**src/rtl/rc5_encrypt_if.sv**
```systemverilog
// rc5_encrypt_if: start/operand/key-table/result bundle between the RC5 encryptor and its environment.
interface rc5_encrypt_if #(parameter int w = 32, parameter int t_length = 5);
   logic                start;
   logic [w-1:0]        A_plain;
   logic [w-1:0]        B_plain;
   logic [w-1:0]        S_sub_i1;
   logic [w-1:0]        S_sub_i2;
   logic [t_length-1:0] S_address;
   logic                busy;
   logic                done;
   logic [w-1:0]        A_cipher;
   logic [w-1:0]        B_cipher;
   modport master (output start, A_plain, B_plain, S_sub_i1, S_sub_i2,
                   input  S_address, busy, done, A_cipher, B_cipher);
   modport slave  (input  start, A_plain, B_plain, S_sub_i1, S_sub_i2,
                   output S_address, busy, done, A_cipher, B_cipher);
endinterface

```
**src/rtl/rc5_encrypt.sv**
```systemverilog
// rc5_encrypt: iterative RC5-w/r encryption, one round per clock, expanded key read from an external table.
module rc5_encrypt #(
   parameter int r = 12,
   parameter int w = 32,
   parameter int t = 26
) (
   input logic clk,
   input logic rst_n,
   rc5_encrypt_if.slave bus
);
   localparam int t_length = $clog2(t);
   localparam int r_length = $clog2(r);
   localparam int rot_length = $clog2(w);
   localparam logic [r_length:0] i_last = (r_length+1)'(r);
   typedef enum logic [1:0] {IDLE, INIT, ROUND, DONE} state_t;
   state_t state, state_next;
   logic [r_length:0] i;
   logic [w-1:0] a, b, a_round, b_round, a_cipher, b_cipher;
   // Rotating the doubled word makes a shift of zero fall out naturally.
   function automatic logic [w-1:0] rotl(input logic [w-1:0] x, input logic [rot_length-1:0] s);
      logic [2*w-1:0] d;
      d = {x, x} << s;
      return d[2*w-1:w];
   endfunction
   assign a_round = rotl(a ^ b, b[rot_length-1:0]) + bus.S_sub_i1;
   assign b_round = rotl(b ^ a_round, a_round[rot_length-1:0]) + bus.S_sub_i2;
   always_comb begin
      state_next = state;
      case (state)
         IDLE:    state_next = bus.start ? INIT : IDLE;
         INIT:    state_next = ROUND;
         ROUND:   state_next = (i == i_last) ? DONE : ROUND;
         default: state_next = IDLE;
      endcase
   end
   always_ff @(posedge clk or negedge rst_n) begin
      if (!rst_n) begin
         state <= IDLE;
         i <= '0;
         a <= '0;
         b <= '0;
         a_cipher <= '0;
         b_cipher <= '0;
      end else begin
         state <= state_next;
         case (state)
            IDLE: if (bus.start) begin
               a <= bus.A_plain;
               b <= bus.B_plain;
            end
            INIT: begin
               a <= a + bus.S_sub_i1;
               b <= b + bus.S_sub_i2;
               i <= (r_length+1)'(1);
            end
            ROUND: begin
               a <= a_round;
               b <= b_round;
               i <= i + 1'b1;
               if (i == i_last) begin
                  a_cipher <= a_round;
                  b_cipher <= b_round;
               end
            end
            default: ;
         endcase
      end
   end
   assign bus.busy = (state == INIT) || (state == ROUND);
   assign bus.done = state == DONE;
   assign bus.S_address = (state == ROUND) ? t_length'({i, 1'b0}) : '0;
   assign bus.A_cipher = a_cipher;
   assign bus.B_cipher = b_cipher;
endmodule

```
**src/flat_wrapper.sv**
```systemverilog
// flat-port wrapper written by rule: the top's interface ports become plain ports
module rc5_encrypt_flat 
#(
   parameter int r = 12,
   parameter int w = 32,
   parameter int t = 26
)
  (clk, rst_n, bus_start, bus_A_plain, bus_B_plain, bus_S_sub_i1, bus_S_sub_i2, bus_S_address, bus_busy, bus_done, bus_A_cipher, bus_B_cipher);
  rc5_encrypt_if #(.w(w), .t_length(5)) bus_i ();
  input logic clk;
  input logic rst_n;
  input wire logic [$bits(bus_i.start)-1:0] bus_start;
  input wire logic [$bits(bus_i.A_plain)-1:0] bus_A_plain;
  input wire logic [$bits(bus_i.B_plain)-1:0] bus_B_plain;
  input wire logic [$bits(bus_i.S_sub_i1)-1:0] bus_S_sub_i1;
  input wire logic [$bits(bus_i.S_sub_i2)-1:0] bus_S_sub_i2;
  output wire logic [$bits(bus_i.S_address)-1:0] bus_S_address;
  output wire logic [$bits(bus_i.busy)-1:0] bus_busy;
  output wire logic [$bits(bus_i.done)-1:0] bus_done;
  output wire logic [$bits(bus_i.A_cipher)-1:0] bus_A_cipher;
  output wire logic [$bits(bus_i.B_cipher)-1:0] bus_B_cipher;
  assign bus_i.start = bus_start;
  assign bus_i.A_plain = bus_A_plain;
  assign bus_i.B_plain = bus_B_plain;
  assign bus_i.S_sub_i1 = bus_S_sub_i1;
  assign bus_i.S_sub_i2 = bus_S_sub_i2;
  assign bus_S_address = bus_i.S_address;
  assign bus_busy = bus_i.busy;
  assign bus_done = bus_i.done;
  assign bus_A_cipher = bus_i.A_cipher;
  assign bus_B_cipher = bus_i.B_cipher;
  rc5_encrypt #(.r(r), .w(w), .t(t)) u_core (.clk(clk), .rst_n(rst_n), .bus(bus_i));
endmodule
```
**config.mk**
```make
export PLATFORM = sky130hd
export DESIGN_NAME = rc5_encrypt_flat
export DESIGN_NICKNAME = d
export VERILOG_FILES = /design/src/rtl/rc5_encrypt_if.sv /design/src/rtl/rc5_encrypt.sv /design/src/flat_wrapper.sv
export SDC_FILE = /design/constraint.sdc
export NUM_CORES = 1
export LEC_CHECK = 0
export BUFFER_PORTS_ARGS = -buffer_cell sky130_fd_sc_hd__buf_2
export CORE_UTILIZATION = 43
export CTS_BUF_LIST = sky130_fd_sc_hd__clkbuf_2 sky130_fd_sc_hd__clkbuf_4 sky130_fd_sc_hd__clkbuf_8
export DETAILED_ROUTE_END_ITERATION = 10
export HOLD_SLACK_MARGIN = 0.06
export PLACE_DENSITY_LB_ADDON = 0.25
export SLEW_MARGIN = 30
export SYNTH_ARGS = -nofsm -noshare
export SYNTH_HDL_FRONTEND = slang
export SYNTH_SLANG_ARGS = --single-unit
```
**constraint.sdc**
```tcl
create_clock -name clk -period 17.6 [get_ports clk]
set_input_delay 2.64 -clock clk [delete_from_list [all_inputs] [get_ports clk]]
set_output_delay 2.64 -clock clk [all_outputs]
set_load 0.05 [all_outputs]
```
# == Yosys cells after proc, flatten, opt, wreduce, memory -nomap -nowiden ==
# Index checks and enable logic that the tools add are counted.
# totals
input_bits,131
output_inout_bits,71
word_cells,35
ff_bits,135
# op_classes
shifts,2
bitwise_logic,2
n_mux,9
n_reduce_logical,6
n_addsub,5
n_eq_ne,5
# op_table
op,n
$pmux W32 S3,2
$add A32 B32 Y32,4
$shl A64 B5 Y64,2
$mux W32,2
$xor A32 B32 Y32,2
$pmux W5 S2,1
$pmux W2 S3,1
$add A5 B1 Y5 const B,1
$eq A5 B4 Y1 const B,1
$mux W5,1
$eq A2 B2 Y1 const B,2
$reduce_and A2 Y1,2
$reduce_bool A3 Y1,1
$eq A2 B1 Y1 const B,1
$logic_not A2 Y1,1
$mux W1,2
$ne A2 B2 Y1 const B,1
$reduce_bool A2 Y1,1
$logic_or A1 B1 Y1,1

# == Depth between registers and ports, before layout ==
# logic_depth
ltp_word,7
mapped_depth,42
mapped_depth_nobuf,39

# == Least setup slack after synthesis ==
# OpenSTA, ideal clock, no wires.
# synth_path
path_type,input -> register
startpoint,input bus_S_sub_i1[0]
endpoint,register u_core.b[31]
setup_time_ps,126
path_buffers,0
setup_slack_ps,9017
arrival_time_ps,8457
cell_stages,28
required_time_ps,17474
cell_sequence,ha_1 inv_1 fa_1 nand2b_1 a21oi_2 o21ai_2 a21oi_1 a2111oi_0 a2111oi_0 nor2_1 mux4_2 nor2_1 a21oi_1 a21oi_1 o21ai_0 ha_1 a21o_1 a21oi_1 o221ai_1 nand3b_1 o21ai_0 a21oi_1 o211ai_1 nor2_1 mux2i_1 o31a_1 nand4_1 a311o_1
# synth_via
elab_chain_len,5
# synth_rtl
element,line_no,source
start: declaration,flat_wrapper.sv:15,input wire logic [$bits(bus_i.S_sub_i1)-1:0] bus_S_sub_i1;
$add A32 B32 Y32 *,rc5_encrypt.sv:25,"assign a_round = rotl(a ^ b, b[rot_length-1:0]) + bus.S_sub_i1;"
$xor A32 B32 Y32,rc5_encrypt.sv:26,"assign b_round = rotl(b ^ a_round, a_round[rot_length-1:0]) + bus.S_sub_i2;"
$shl A64 B5 Y64 *,rc5_encrypt.sv:22,"d = {x, x} << s;"
$add A32 B32 Y32 *,rc5_encrypt.sv:26,
$pmux W32 S3 *,rc5_encrypt.sv:46,case (state)
end signal: assignment,rc5_encrypt.sv:49,b <= bus.B_plain;
end signal: assignment,rc5_encrypt.sv:53,b <= b + bus.S_sub_i2;
end signal: assignment,rc5_encrypt.sv:58,b <= b_round;
end: declaration,rc5_encrypt.sv:18,"logic [w-1:0] a, b, a_round, b_round, a_cipher, b_cipher;"
# Mark *: on every way between the ends. The rest lies on a longest branch, timed or not.
# A chain may end at the register's enable or synchronous reset.

# == Final worst setup path ==
# layout_path
startpoint,register u_core.b[3]
endpoint,register u_core.b[31]
# layout_via
elab_chain_len,7
elab_cells_between_ends,8
classes_between,3 x add/sub; 2 x shift; 1 x mux; 2 x bitwise
# layout_rtl
element,line_no
$xor A32 B32 Y32,rc5_encrypt.sv:25
$shl A64 B5 Y64,rc5_encrypt.sv:22
$add A32 B32 Y32,rc5_encrypt.sv:25
$xor A32 B32 Y32,rc5_encrypt.sv:26
$shl A64 B5 Y64,rc5_encrypt.sv:22
$add A32 B32 Y32,rc5_encrypt.sv:26
$pmux W32 S3 *,rc5_encrypt.sv:46
# Marks and branches as above.

==> summary.md <==
| Metric | Value |
|---|---|
| Worst EP arrival | 10.12 ns |
| Clock sink count | 135 |
| Share of post-route cells with drive strength above 1 | 0.156 |
| Critical Path Fanout Max | 22 |
| Register area share after synthesis | 0.196 |
| Slew Viols, Final | 0 |
| Worst clock skew | 0.0220 ns |
| Clock-pin slew on the worst setup and hold paths | 0.10 ns |
| FP Rows | 73 |
| Skew-Pair Late Insertion Delay | 0.56 ns |
| Area of the multi-input gates | 0.0133 mm^2 |
| Top cell type by total area after synthesis | dfrtp_1 |
| Input/output buffers | 200 |
| Setup TNS | 0 ns |
| Largest net degree at the start of global routing | 88 |
| Core Area | 0.0396 mm^2 |
| Largest cells by area after synthesis | dfrtp_1, ha_1, nand2_1 |
| Synth top area share | 0.196 |
| Nets | 2590 |
| Period minus WS final | 9.68 ns |
| Critical path data required time | 18.04 ns |
| CTS Buf Count | 17 |
| Most Frequent Cell on Critical Path | mux2i_1 |
| Syn Area/Cell | 7.87 um^2 |
| RSZ-0062 raised after global routing | no |
| Mapped Cells | 2196 |
| Die Y | 202 um |
| Setup crit end kind | flop |
| Fin. Hold Viols | 0 |
| Via count | 18000 |
| Root Buffer | clkbuf_8 |
| Asr flop ratio synth | 1.00 |
| EDFF count, synth | 0 |
| First-pass GRT wire length | 106000 um |
| Die width | 202 um |
| H-tree levels | 4 |
| Drt pass-1 iters | 9 |
| Hold crit path type | reg2reg |
| GP Congestion | 1.01 |
| Number of distinct library cells after synthesis | 77 |
| Post-CTS Hold Fix Bufs | 0 |
| Fmax | 0.103 GHz |
| Routed Antenna Nets | 0 |
| Post_cts resized | 0 |
| Area delta synth->final | 11.5% |
| Crit path kind | reg2reg |
| Seq cells post-synth | 135 |
| Yosys Warn Count | 0 |
| GRT Total Usage | 0.345 |
| Largest stage delay, worst path | 0.66 ns |
| Routed WL per cell | 24.9 um |
| Die area | 0.0410 mm^2 |
| Post-synth net total | 2466 |
| Number of global-route vias before repair | 16600 |
| Initial drt markers | 2325 |
| Detailed placement HPWL | 55600 um |
| Mapped Area | 0.0173 mm^2 |
| Count leader, synth | nand2_1 |
| Io pins | 202 |
| Area taken by flip-flops and latches | 0.00338 mm^2 |
| Worst slew margin relative to its limit | 0.279 |
| Residual DRC count | 4 |
| FILL cells | 3940 |
| Initial core utilization | 0.436 |
| Final setup fails | 0 |
| Least-Margin Pin Slew | 1.05 ns |
| Clock Tree Buf Depth | 2 |
| Setup repair bufs after CTS | 0 |
| Max cap viols | 0 |
| Initial antenna violation count | 3 |
| Final period util | 0.550 |
| Slowest CP cell | dfrtp_1 |
| Avg Vias per Cell | 6.29 |
| Total wire length | 71200 um |
| Overflow after GRT | 0 |
| Startpoint types | flop |
| Commonest cells post-synth | nand2_1, nor2_1, a21oi_1 |
| Violated checks | DRC |
| Status | complete, but fails checks |
| Most used DFF post-synth | dfrtp_1 |
| CTS tree | built |
-- critical path: cells and delay by family (launching register included) --
kind | cells | cell delay [ns]
and+or+nand+nor | 5 | 0.46
AOI/OAI and AO/OA | 14 | 4.41
DFF | 1 | 0.66
muxes | 7 | 2.31
buffers and inverters | 3 | 0.58
xor gates and xnor gates | 2 | 0.50
adders and majority gates | 2 | 0.62
-- worst paths after layout --
check / start / to / slack (ns) / cells after the start
worst max-delay path: u_core.b[3]$_DFFE_PN0P_ / u_core.b[31]$_DFFE_PN0P_ / 7.92 / 33
worst min-delay path: u_core.bus.B_cipher[16]$_DFFE_PN0P_ / u_core.bus.B_cipher[16]$_DFFE_PN0P_ / 0.48 / 2
worst max register to register: u_core.b[3]$_DFFE_PN0P_ / u_core.b[31]$_DFFE_PN0P_ / 7.92 / 33
worst min register to register: u_core.bus.B_cipher[16]$_DFFE_PN0P_ / u_core.bus.B_cipher[16]$_DFFE_PN0P_ / 0.48 / 2
max in group asynchronous: rst_n / u_core.bus.B_cipher[10]$_DFFE_PN0P_ / 14.39 / 2
min in group asynchronous: rst_n / u_core.bus.A_cipher[17]$_DFFE_PN0P_ / 2.09 / 1
-- per-stage QoR --
step	hold slack [ns]	instances	util	cell area, um^2	setup WS (ns)
3_3_place_gp	0.451	2826	0.475	18800	7.74
6_report	0.475	2859	0.486	19300	7.92
3_5_place_dp	0.457	2826	0.475	18800	7.65
2_1_floorplan	0.453	2196	-	17300	9.02
4_1_cts	0.480	2858	0.486	19300	8.08
5_1_grt	0.503	2858	0.486	19300	7.22
-- registers in the layout, summed over array words and instances, names as in the netlist --
signal and cells:
u_core.b 32, u_core.i 5, u_core.a 32, u_core.bus.B_cipher 32, u_core.state 2, u_core.bus.A_cipher 32
-- layer usage --
metal | routed length [um] | vias up | track usage
met5 | 79 | - | 0
met4 | 3060 | 6 | 0.140
met3 | 6430 | 149 | 0.0664
met2 | 30300 | 963 | 0.514
met1 | 31400 | 8586 | 0.487
li1 | - | 8289 | -
-- final cells by class --
| class | count | share of cell area |
|---|---|---|
| diodes | 1 | 0.000130 |
| well taps | 525 | 0.0341 |
| clock inverters | 14 | 0.00961 |
| repair buffers | 239 | 0.0678 |
| inverters | 58 | 0.0113 |
| clock buffers | 18 | 0.0129 |
| multi-input cells | 1869 | 0.689 |
| flip-flops and latches | 135 | 0.175 |
-- layout by cell type (no fill, tap or decap), types with 10 or more instances in the layout --
cell type    n
mux2i_1    102
nor2b_1     16
and2_1      11
nor3_1      46
mux2_2      14
nand3_1     32
buf_4       37
nand2b_1    22
o21a_1      29
dfrtp_1    135
a221oi_1    37
a31oi_1     18
a21o_1      64
and3_1      10
a211oi_1    28
xor2_1      64
nand2_1    326
o21ai_0    148
o21bai_1    17
ha_1       132
or3_1       13
buf_2      199
xnor2_1     92
mux4_2      43
nand4_1     11
o31ai_1     34
a21oi_1    177
inv_1       51
clkbuf_8    18
o211ai_1    18
nor2_1     207
-- kinds of logic (layout without fill, tap and decap cells) --
kind of cell	count (synthesis)	count (layout)	synth area share
xor gates and xnor gates	175	175	0.0996
and+or+nand+nor	718	718	0.178
buffers and inverters	192	329	0.0422
DFF	135	135	0.196
other	1	2	0.000217
adders and majority gates	139	139	0.102
AOI/OAI and AO/OA	677	677	0.257
muxes	159	159	0.124
Power is left out: the tool's default activity adds up to more than one toggle a clock period on the data nets, which glitch-free logic cannot reach.
